**config.mk**
```make
export PLATFORM = sky130hd
export DESIGN_NAME = c4_board_ctrl
export DESIGN_NICKNAME = d
export VERILOG_FILES = /design/src/rtl/c4_pkg.sv /design/src/rtl/c4_key_edge.sv /design/src/rtl/c4_board_ctrl.sv
export SDC_FILE = /design/constraint.sdc
export NUM_CORES = 1
export LEC_CHECK = 0
export ABC_AREA = 1
export CAP_MARGIN = 5
export CORE_ASPECT_RATIO = 0.75
export CORE_UTILIZATION = 35
export CTS_CLUSTER_DIAMETER = 150
export DETAILED_ROUTE_END_ITERATION = 12
export MAX_ROUTING_LAYER = met4
export SYNTH_ARGS = -nofsm -noshare
export SYNTH_HDL_FRONTEND = slang
export SYNTH_SLANG_ARGS = --single-unit
```
**constraint.sdc**
```tcl
create_clock -name frame_clk -period 5 [get_ports frame_clk]
set_input_delay 0.75 -clock frame_clk [delete_from_list [all_inputs] [get_ports frame_clk]]
set_output_delay 0.75 -clock frame_clk [all_outputs]
set_load 0.02 [all_outputs]
```
**src/rtl/c4_pkg.sv**
```systemverilog
// Shared types and constants for the Connect Four board store.
// Keycodes are USB HID usage IDs as delivered by the keyboard path.
package c4_pkg;

  typedef enum logic {
    RED   = 1'b0,
    BLACK = 1'b1
  } player_t;

  localparam logic [7:0] KEY_1   = 8'h1E;
  localparam logic [7:0] KEY_2   = 8'h1F;
  localparam logic [7:0] KEY_3   = 8'h20;
  localparam logic [7:0] KEY_4   = 8'h21;
  localparam logic [7:0] KEY_5   = 8'h22;
  localparam logic [7:0] KEY_6   = 8'h23;
  localparam logic [7:0] KEY_7   = 8'h24;
  localparam logic [7:0] KEY_ESC = 8'h29;

  localparam int DEF_N_COLS = 7;
  localparam int DEF_N_ROWS = 6;

  // Flat bit position of a cell; columns are stored as contiguous row groups.
  function automatic int cell_idx(input int col, input int row, input int nRows);
    return col * nRows + row;
  endfunction

endpackage

```
**src/rtl/c4_key_edge.sv**
```systemverilog
// Keypress edge detector: remembers the previous keycode and strobes once
// when a new action key (column or clear) appears.
module c4_key_edge
  import c4_pkg::*;
#(
  parameter int         N_COLS        = DEF_N_COLS,
  parameter logic [7:0] FIRST_COL_KEY = KEY_1,
  parameter logic [7:0] CLEAR_KEY     = KEY_ESC,
  localparam int        CW            = (N_COLS > 1) ? $clog2(N_COLS) : 1
)(
  input  logic          Reset,
  input  logic          frame_clk,
  input  logic [7:0]    keycode,
  output logic          o_colAccept,
  output logic          o_clear,
  output logic [CW-1:0] o_col
);

  logic [7:0] r_keyPrev;
  logic [7:0] w_offset;
  logic       w_changed;
  logic       w_isCol;
  logic       w_isClear;

  always_ff @(posedge frame_clk or posedge Reset) begin
    if (Reset) r_keyPrev <= '0;
    else       r_keyPrev <= keycode;
  end

  // Clear takes priority in case a parameterisation makes the key ranges overlap.
  always_comb begin
    w_offset    = keycode - FIRST_COL_KEY;
    w_changed   = (keycode != r_keyPrev);
    w_isClear   = (keycode == CLEAR_KEY);
    w_isCol     = (keycode >= FIRST_COL_KEY) && (w_offset < 8'(N_COLS)) && !w_isClear;
    o_clear     = w_changed && w_isClear;
    o_colAccept = w_changed && w_isCol;
    o_col       = w_offset[CW-1:0];
  end

endmodule

```
**src/rtl/c4_board_ctrl.sv**
```systemverilog
// Connect Four board store: drops pieces into columns on keypresses,
// alternates turns, rejects full columns and supports a clear key.
module c4_board_ctrl
  import c4_pkg::*;
#(
  parameter int         N_COLS        = DEF_N_COLS,
  parameter int         N_ROWS        = DEF_N_ROWS,
  parameter logic [7:0] FIRST_COL_KEY = KEY_1,
  parameter logic [7:0] CLEAR_KEY     = KEY_ESC,
  localparam int        HW            = $clog2(N_ROWS + 1)
)(
  input  logic                     Reset,
  input  logic                     frame_clk,
  input  logic [7:0]               keycode,
  output logic [N_COLS*N_ROWS-1:0] board_red,
  output logic [N_COLS*N_ROWS-1:0] board_black,
  output logic [N_COLS*HW-1:0]     col_height,
  output logic                     turn,
  output logic                     move_valid,
  output logic                     invalid,
  output logic [3:0]               last_col,
  output logic [3:0]               last_row,
  output logic                     board_full
);

  localparam int CELLS = N_COLS * N_ROWS;
  localparam int CW    = (N_COLS > 1) ? $clog2(N_COLS) : 1;

  logic            w_colAccept;
  logic            w_clear;
  logic [CW-1:0]   w_col;
  logic [HW-1:0]   w_curHeight;
  logic            w_colFull;
  logic [CELLS-1:0] w_cellMask;
  logic            w_boardFull;

  logic [HW-1:0]   r_height [N_COLS];
  logic [CELLS-1:0] r_red;
  logic [CELLS-1:0] r_black;
  player_t         r_turn;
  logic            r_moveValid;
  logic            r_invalid;
  logic [3:0]      r_lastCol;
  logic [3:0]      r_lastRow;

  c4_key_edge #(
    .N_COLS        (N_COLS),
    .FIRST_COL_KEY (FIRST_COL_KEY),
    .CLEAR_KEY     (CLEAR_KEY)
  ) u_keyEdge (
    .Reset       (Reset),
    .frame_clk   (frame_clk),
    .keycode     (keycode),
    .o_colAccept (w_colAccept),
    .o_clear     (w_clear),
    .o_col       (w_col)
  );

  // The landing slot is the column's current height, i.e. the lowest empty row.
  always_comb begin
    w_curHeight = r_height[w_col];
    w_colFull   = (w_curHeight == HW'(N_ROWS));
    w_cellMask  = CELLS'(1) << cell_idx(int'(w_col), int'(w_curHeight), N_ROWS);
  end

  always_comb begin
    w_boardFull = 1'b1;
    for (int c = 0; c < N_COLS; c++) begin
      if (r_height[c] != HW'(N_ROWS)) w_boardFull = 1'b0;
    end
  end

  always_ff @(posedge frame_clk or posedge Reset) begin
    if (Reset) begin
      r_red       <= '0;
      r_black     <= '0;
      r_turn      <= RED;
      r_moveValid <= 1'b0;
      r_invalid   <= 1'b0;
      r_lastCol   <= '0;
      r_lastRow   <= '0;
      for (int c = 0; c < N_COLS; c++) r_height[c] <= '0;
    end else begin
      r_moveValid <= 1'b0;
      r_invalid   <= 1'b0;
      if (w_clear) begin
        r_red     <= '0;
        r_black   <= '0;
        r_turn    <= RED;
        r_lastCol <= '0;
        r_lastRow <= '0;
        for (int c = 0; c < N_COLS; c++) r_height[c] <= '0;
      end else if (w_colAccept) begin
        if (w_colFull) begin
          r_invalid <= 1'b1;
        end else begin
          if (r_turn == RED) r_red   <= r_red | w_cellMask;
          else               r_black <= r_black | w_cellMask;
          r_height[w_col] <= w_curHeight + HW'(1);
          r_turn          <= (r_turn == RED) ? BLACK : RED;
          r_moveValid     <= 1'b1;
          r_lastCol       <= 4'(w_col);
          r_lastRow       <= 4'(w_curHeight);
        end
      end
    end
  end

  always_comb begin
    for (int c = 0; c < N_COLS; c++) col_height[c*HW +: HW] = r_height[c];
  end

  assign board_red   = r_red;
  assign board_black = r_black;
  assign turn        = r_turn;
  assign move_valid  = r_moveValid;
  assign invalid     = r_invalid;
  assign last_col    = r_lastCol;
  assign last_row    = r_lastRow;
  assign board_full  = w_boardFull;

endmodule

```
==> impl_metrics.env, run 1 <==
export IMPL_rsz0062_at_grt="no"
export IMPL_arrival_ns=4.21
export IMPL_nFillCells=1563
export IMPL_synthArstFlopShare_pct=100
export IMPL_period_needed_ns=3.87
export IMPL_grt_usage_pct=21.4
export IMPL_path_cells="clkdlybuf4s50_1 > inv_2 > ha_1 > inv_2 > a21oi_1 > a32oi_1 > ha_1 > fa_1 > inv_1 > nand4_1 > nor2_2 > nand2_1 > a21oi_1"
export IMPL_max_slew_margin_pct=42.3
export IMPL_p_leak_nw=3.78
export IMPL_area_growth_pct=33.8
export IMPL_cts_clk_slew_worst_paths_ns=0.06
export IMPL_io_buffers=124
export IMPL_grt_pass1_vias=4900
export IMPL_final_common_cell="nand2_1"
export IMPL_whs_endpoint="col_height[3]"
export IMPL_regToRegSetupSlack_ns=2.07
export IMPL_wl_mm=16.9
export IMPL_fp_row_count=40
export IMPL_vdd_ir_drop_worst_mv=0.211
export IMPL_start_util_pct=36.4
export IMPL_post_route_util_pct=48.8
export IMPL_cts_resized=0
export IMPL_die_x_microns=152
export IMPL_crit_path_max_incr_delay_ns=0.63
export IMPL_cap_viol_max_count=0
export IMPL_drt_first_pass_iters=10
export IMPL_gr_total_overflow=0
export IMPL_worst_setup_path_start_kind="input port"
export IMPL_p_total_mw=3.30
export IMPL_grt_max_degree=85
export IMPL_synth_edf_count=0
export IMPL_min_period_over_period_pct=77.3
export IMPL_hold_violations=0
export IMPL_holdPathStages=2
export IMPL_worst_path_stages=13
export IMPL_drive_gt1_share_pct=7.96
export IMPL_root_buffer="clkbuf_16"
export IMPL_cts_sinks=122
export IMPL_clk_path_buf_depth=2
export IMPL_setup_viol=0
export IMPL_outcome="complete, but fails checks"
export IMPL_ys_ff_latch=122
export IMPL_most_common_layout_cells="217 x nand2_1, 124 x clkdlybuf4s50_1, 122 x dfrtp_1"
export IMPL_fmax_mhz=259
export IMPL_nets=887
export IMPL_cts_tree="built"
export IMPL_gp_congestion=0.843
export IMPL_slew_violations=0
export IMPL_remaining_drc_errors=8
export IMPL_diodes=0
export IMPL_synthFlopType="dfrtp_1"
export IMPL_core_area_sq_mm=0.0163
export IMPL_clk_latency_ns=0.42
export IMPL_tightestPinTransition_ns=0.865
export IMPL_fp_dieH_microns=115
export IMPL_antenna_left=0
export IMPL_place_hpwl_mm=11.8
export IMPL_ys_seq_area_share_pct=51.5
export IMPL_io_pins=127
export IMPL_yosys_warnings=0
export IMPL_cts_setup_buffers=0
export IMPL_h_tree_depth=4
export IMPL_reg2reg_from="col_height[1]"
export IMPL_cp_max_fo=9
export IMPL_power_per_cell_area_mw_per_mm2=416
export IMPL_worstHoldStart="col_height[3]"
export IMPL_setup_tns_final_ns=0
export IMPL_required_ns=5.34
export IMPL_hp_class="flip-flop to flip-flop"
export IMPL_synthCells=744
export IMPL_worst_setup_path_end_kind="flip-flop"
export IMPL_hold_buffers=0
export IMPL_num_vias=5227
export IMPL_grt_pass1_wl_mm=27.6
export IMPL_worst_path_max_delay_cell="clkdlybuf4s50_1"
export IMPL_r2r_end="board_red[17]"
export IMPL_syn_area_sq_mm=0.00593
export IMPL_cts_buffers=17
export IMPL_r2r_cells=11
export IMPL_violations="design-rule violations"
export IMPL_synth_cell_types=30
export IMPL_path_class="input port to flip-flop"
export IMPL_critPathTopFamily="adder cells"
export IMPL_final_cells=1089
export IMPL_cp_buffers_inverters=4
export IMPL_skew_ns=0.00988
export IMPL_dieArea_sq_mm=0.0175
export IMPL_avgSynthCellArea_sq_um=7.97
export IMPL_wire_per_inst_microns=15.6
export IMPL_drt_iter0_drc=477
export IMPL_placed_cells=1057
export IMPL_antenna_found_initial=0
export IMPL_post_drt_via_cell_ratio=4.80
area by class of cell:
class,instances,area (sq um),share of cell area [%]
multi-input combinational,475,2240,28.2
inverter,119,449,5.66
sequential,122,3050,38.5
tap,210,263,3.31
clock buffer,18,439,5.54
timing repair buffer,131,1320,16.6
clock inverter,14,173,2.18
cell families after synthesis:
kind of cell             count (synthesis)  synth area share [%]
flip-flops                             122                  51.5
buffers and inverters                  148                  10.9
AO/OA/AOI/OAI                          104                  9.01
XOR/XNOR                                 7                  1.03
adder cells (fa/ha/maj)                 11                  2.45
AND/OR/NAND/NOR                        351                  25.0
other                                    1                0.0633
per-layer routing:
layer	global-route usage [%]	wire length (microns)	vias up
met1	33.0	8950	2493
li1	-	-	2543
met3	6.21	1270	8
met2	26.4	6630	183
met5	-	0	-
met4	5.10	90	0
Yosys cell counts, drive strengths merged (2+ instances only):
cell type / number / share of area (%)
a21oi: 88 / 7.5
buf: 19 / 2.8
dfrtp: 122 / 51
nand3: 23 / 2.2
nand2: 220 / 14
nor2: 83 / 6.1
clkbuf: 10 / 0.63
o21ai: 14 / 1.2
nor4: 2 / 0.21
nand4: 21 / 2.2
ha: 10 / 2.1
xnor2: 7 / 1.0
inv: 119 / 7.5
worst max path at each step:
| stage | start | end | slack (ns) |
|---|---|---|---|
| after global placement | keycode[2] | board_red[18] | 0.79 |
| after CTS | keycode[2] | board_red[34] | 1.17 |
| after floorplan | Reset | board_black[0] | 1.01 |
| after detailed placement | keycode[2] | board_red[16] | 0.74 |
| final | keycode[2] | board_red[17] | 1.13 |
| after global routing | keycode[2] | board_red[34] | 0.84 |
worst min-delay path: cells and delay by family (launching register included):
kind / cells / cell delay [ns]
flip-flops: 1 / 0.36
AND/OR/NAND/NOR: 2 / 0.11
metrics by stage:
| step | setup slack, ns | area, sq um | hold WS [ns] |
|---|---|---|---|
| 6_report | 1.13 | 7930 | 0.506 |
| 2_1_floorplan | 1.01 | 5930 | 0.601 |
| 4_1_cts | 1.17 | 7930 | 0.508 |
| 5_1_grt | 0.842 | 7930 | 0.527 |
| 3_3_place_gp | 0.789 | 7320 | 0.495 |
| 3_5_place_dp | 0.741 | 7320 | 0.488 |
sequential cells by signal (all words and copies together) (netlist names):
| name | count |
|---|---|
| last_row | 3 |
| move_valid | 1 |
| invalid | 1 |
| board_red | 42 |
| turn | 1 |
| col_height | 21 |
| u_keyEdge.r_keyPrev | 8 |
| board_black | 42 |
| last_col | 3 |
power by group:
part | leakage (nW) | internal, mW | switching (mW) | total (mW)
sequential | 1.32 | 1.12 | 0.110 | 1.23
clock | 0.296 | 0.798 | 0.471 | 1.27
combinational | 2.16 | 0.336 | 0.464 | 0.799
total | 3.78 | 2.26 | 1.05 | 3.30
(Power assumes the default switching activity.)
==> run 2, diff against run 1 <==
clock period = 3.4 ns   (was 5 ns; I/O delays follow)
==> run 2 against run 1 <==
  * The run still ends with design-rule violations left
  * Worst setup slack lost 0.86 ns
  * Clock power rose by 45%
  * Design area up 3.4%
  * Critical path depth up 5
  * Sequential power rose by 47%
  * Via count is 0.84% higher
  * Sequential share of layout area shrank 1.3 points
  * Die area stayed put
  * Critical path type unchanged
  * Largest cell class unchanged
==> impl_metrics.env, run 2 (synthesized netlist as in run 1, its figures left out) <==
export IMPL_power_frac_seq_pct=37.0
export IMPL_start_util_pct=36.4
export IMPL_regToRegSetupSlack_ns=0.65
export IMPL_internal_power_mw=3.38
export IMPL_cts_buffers=17
export IMPL_whs_endpoint="col_height[6]"
export IMPL_worst_setup_path_end_kind="flip-flop"
export IMPL_path_class="input port to flip-flop"
export IMPL_cts_setup_buffers=0
export IMPL_wl_mm=16.8
export IMPL_setup_viol=0
export IMPL_antenna_found_initial=0
export IMPL_hold_buffers=0
export IMPL_grt_usage_pct=21.1
export IMPL_cts_clk_slew_worst_paths_ns=0.05
export IMPL_p_leak_nw=3.93
export IMPL_grt_util_met1_pct=31.6
export IMPL_skew_ns=0.00589
export IMPL_power_per_cell_area_mw_per_mm2=597
export IMPL_holdWs_ns=0.502
export IMPL_arrival_ns=3.46
export IMPL_num_vias=5271
export IMPL_fp_row_count=40
export IMPL_hold_violations=0
export IMPL_grt_max_degree=83
export IMPL_gp_congestion=0.825
export IMPL_fp_dieH_microns=115
export IMPL_outcome="complete, but fails checks"
export IMPL_io_pins=127
export IMPL_wire_per_inst_microns=15.0
export IMPL_diodes=0
export IMPL_switching_power_mw=1.52
export IMPL_nets=920
export IMPL_r2r_end="board_black[16]"
export IMPL_core_area_sq_mm=0.0163
export IMPL_p_total_mw=4.90
export IMPL_fmax_mhz=320
export IMPL_cp_max_fo=8
export IMPL_slew_violations=0
export IMPL_io_buffers=124
export IMPL_post_drt_via_cell_ratio=4.70
export IMPL_period_needed_ns=3.12
export IMPL_worst_setup_path_start_kind="input port"
export IMPL_gr_total_overflow=0
export IMPL_clkPwrFrac_pct=37.6
export IMPL_cts_resized=0
export IMPL_use_met3_pct=4.66
export IMPL_grt_use_met2_pct=27.9
export IMPL_reg2reg_from="col_height[1]"
export IMPL_most_common_layout_cells="217 x nand2_1, 124 x clkdlybuf4s50_1, 122 x dfrtp_1"
export IMPL_root_buffer="clkbuf_16"
export IMPL_busiest_layer="met1"
export IMPL_hp_class="flip-flop to flip-flop"
export IMPL_die_x_microns=152
export IMPL_cts_tree="built"
export IMPL_drt_iter0_drc=358
export IMPL_nFillCells=1525
export IMPL_holdPathStages=2
export IMPL_grt_pass1_wl_mm=27.4
export IMPL_final_common_cell="nand2_1"
export IMPL_multiInputGateArea_sq_mm=0.00224
export IMPL_place_hpwl_mm=12.0
export IMPL_r2r_cells=16
export IMPL_clk_path_buf_depth=2
export IMPL_cts_sinks=122
export IMPL_cap_viol_max_count=0
export IMPL_comb_power_share_pct=25.4
export IMPL_rsz0062_at_grt="no"
export IMPL_max_slew_margin_pct=46.8
export IMPL_required_ns=3.74
export IMPL_grt_pass1_vias=5058
export IMPL_drive_gt1_share_pct=11.2
export IMPL_swShare_pct=31.0
export IMPL_clk_latency_ns=0.42
export IMPL_dieArea_sq_mm=0.0175
export IMPL_antenna_left=0
export IMPL_min_period_over_period_pct=91.8
export IMPL_seqCellArea_sq_mm=0.00305
export IMPL_worstHoldStart="col_height[6]"
export IMPL_tightestPinTransition_ns=0.798
export IMPL_h_tree_depth=4
export IMPL_vdd_ir_drop_worst_mv=0.389
export IMPL_area_growth_pct=38.3
export IMPL_drt_first_pass_iters=9
export IMPL_remaining_drc_errors=9
export IMPL_violations="design-rule violations"
==> run 2: cell types whose count changed in the layout (fill, tap and decap cells not counted) <==
cell | before | now
buf_12 | 2 | 4
clkinv_2 | 3 | 4
clkbuf_1 | 0 | 1
buf_4 | 5 | 36
clkinv_4 | 5 | 0
inv_6 | 1 | 0
inv_4 | 1 | 0
clkinvlp_4 | 2 | 6
clkbuf_8 | 1 | 2
==> run 2: layout make-up <==
type,count,area share [%]
inverters,119,5.49
clock buffers,20,5.57
well taps,210,3.20
flip-flops and latches,122,37.2
clock inverters,12,1.80
multi-input cells,475,27.3
repair buffers,164,19.4
==> run 2: metrics by stage <==
| step | TNS [ns] | instances | utilization, % | area (sq um) | worst slack, ns |
|---|---|---|---|---|---|
| 6_report | 0 | 1122 | 50.4 | 8200 | 0.278 |
| 5_1_grt | 0 | 1122 | 50.4 | 8200 | 0.0288 |
| 4_1_cts | 0 | 1122 | 50.4 | 8200 | 0.303 |
| 3_5_place_dp | -4.03 | 1090 | 46.7 | 7600 | -0.133 |
| 3_3_place_gp | -2.95 | 1090 | 46.7 | 7600 | -0.109 |
| 2_1_floorplan | 0 | 745 | - | 5940 | 0.380 |
==> run 2: how the worst max path moves through the flow <==
stage	cells past startpoint	slack (ns)	start	end
floorplan	14	0.38	keycode[1]	board_black[35]
global placement	18	-0.11	keycode[1]	board_black[8]
detailed placement	18	-0.13	keycode[1]	board_red[16]
CTS	18	0.30	keycode[1]	board_red[16]
global route	17	0.03	keycode[1]	board_red[6]
finish	18	0.28	keycode[1]	board_black[16]
==> run 2: power by group through the flow <==
stage	Sequential, mW	Combinational, mW	Clock (mW)
final	1.81	1.25	1.84
after detailed placement	1.83	1.24	0
after CTS	1.81	1.25	1.87
after floorplan	2.03	0.418	0
after global routing	1.84	1.35	1.95
after global placement	1.84	1.23	0
==> run 2: worst max-delay path, cell delays in order <==
cell	delay [ns]
clkdlybuf4s50_1	0.49
inv_2	0.04
ha_1	0.30
inv_2	0.07
a21oi_1	0.11
a32oi_1	0.10
ha_1	0.25
fa_1	0.41
nand3_1	0.15
inv_1	0.08
nand2_1	0.08
nand2_1	0.05
nand2_1	0.08
nand2_2	0.13
buf_4	0.18
nor2_1	0.19
nand2_1	0.08
a21oi_1	0.14
==> run 2: routing by layer <==
| metal | share of wire (%) | up-vias |
|---|---|---|
| li1 | - | 2610 |
| met1 | 54 | 2496 |
| met2 | 39 | 148 |
| met3 | 5.3 | 17 |
| met4 | 1.0 | 0 |
| met5 | 0 | - |
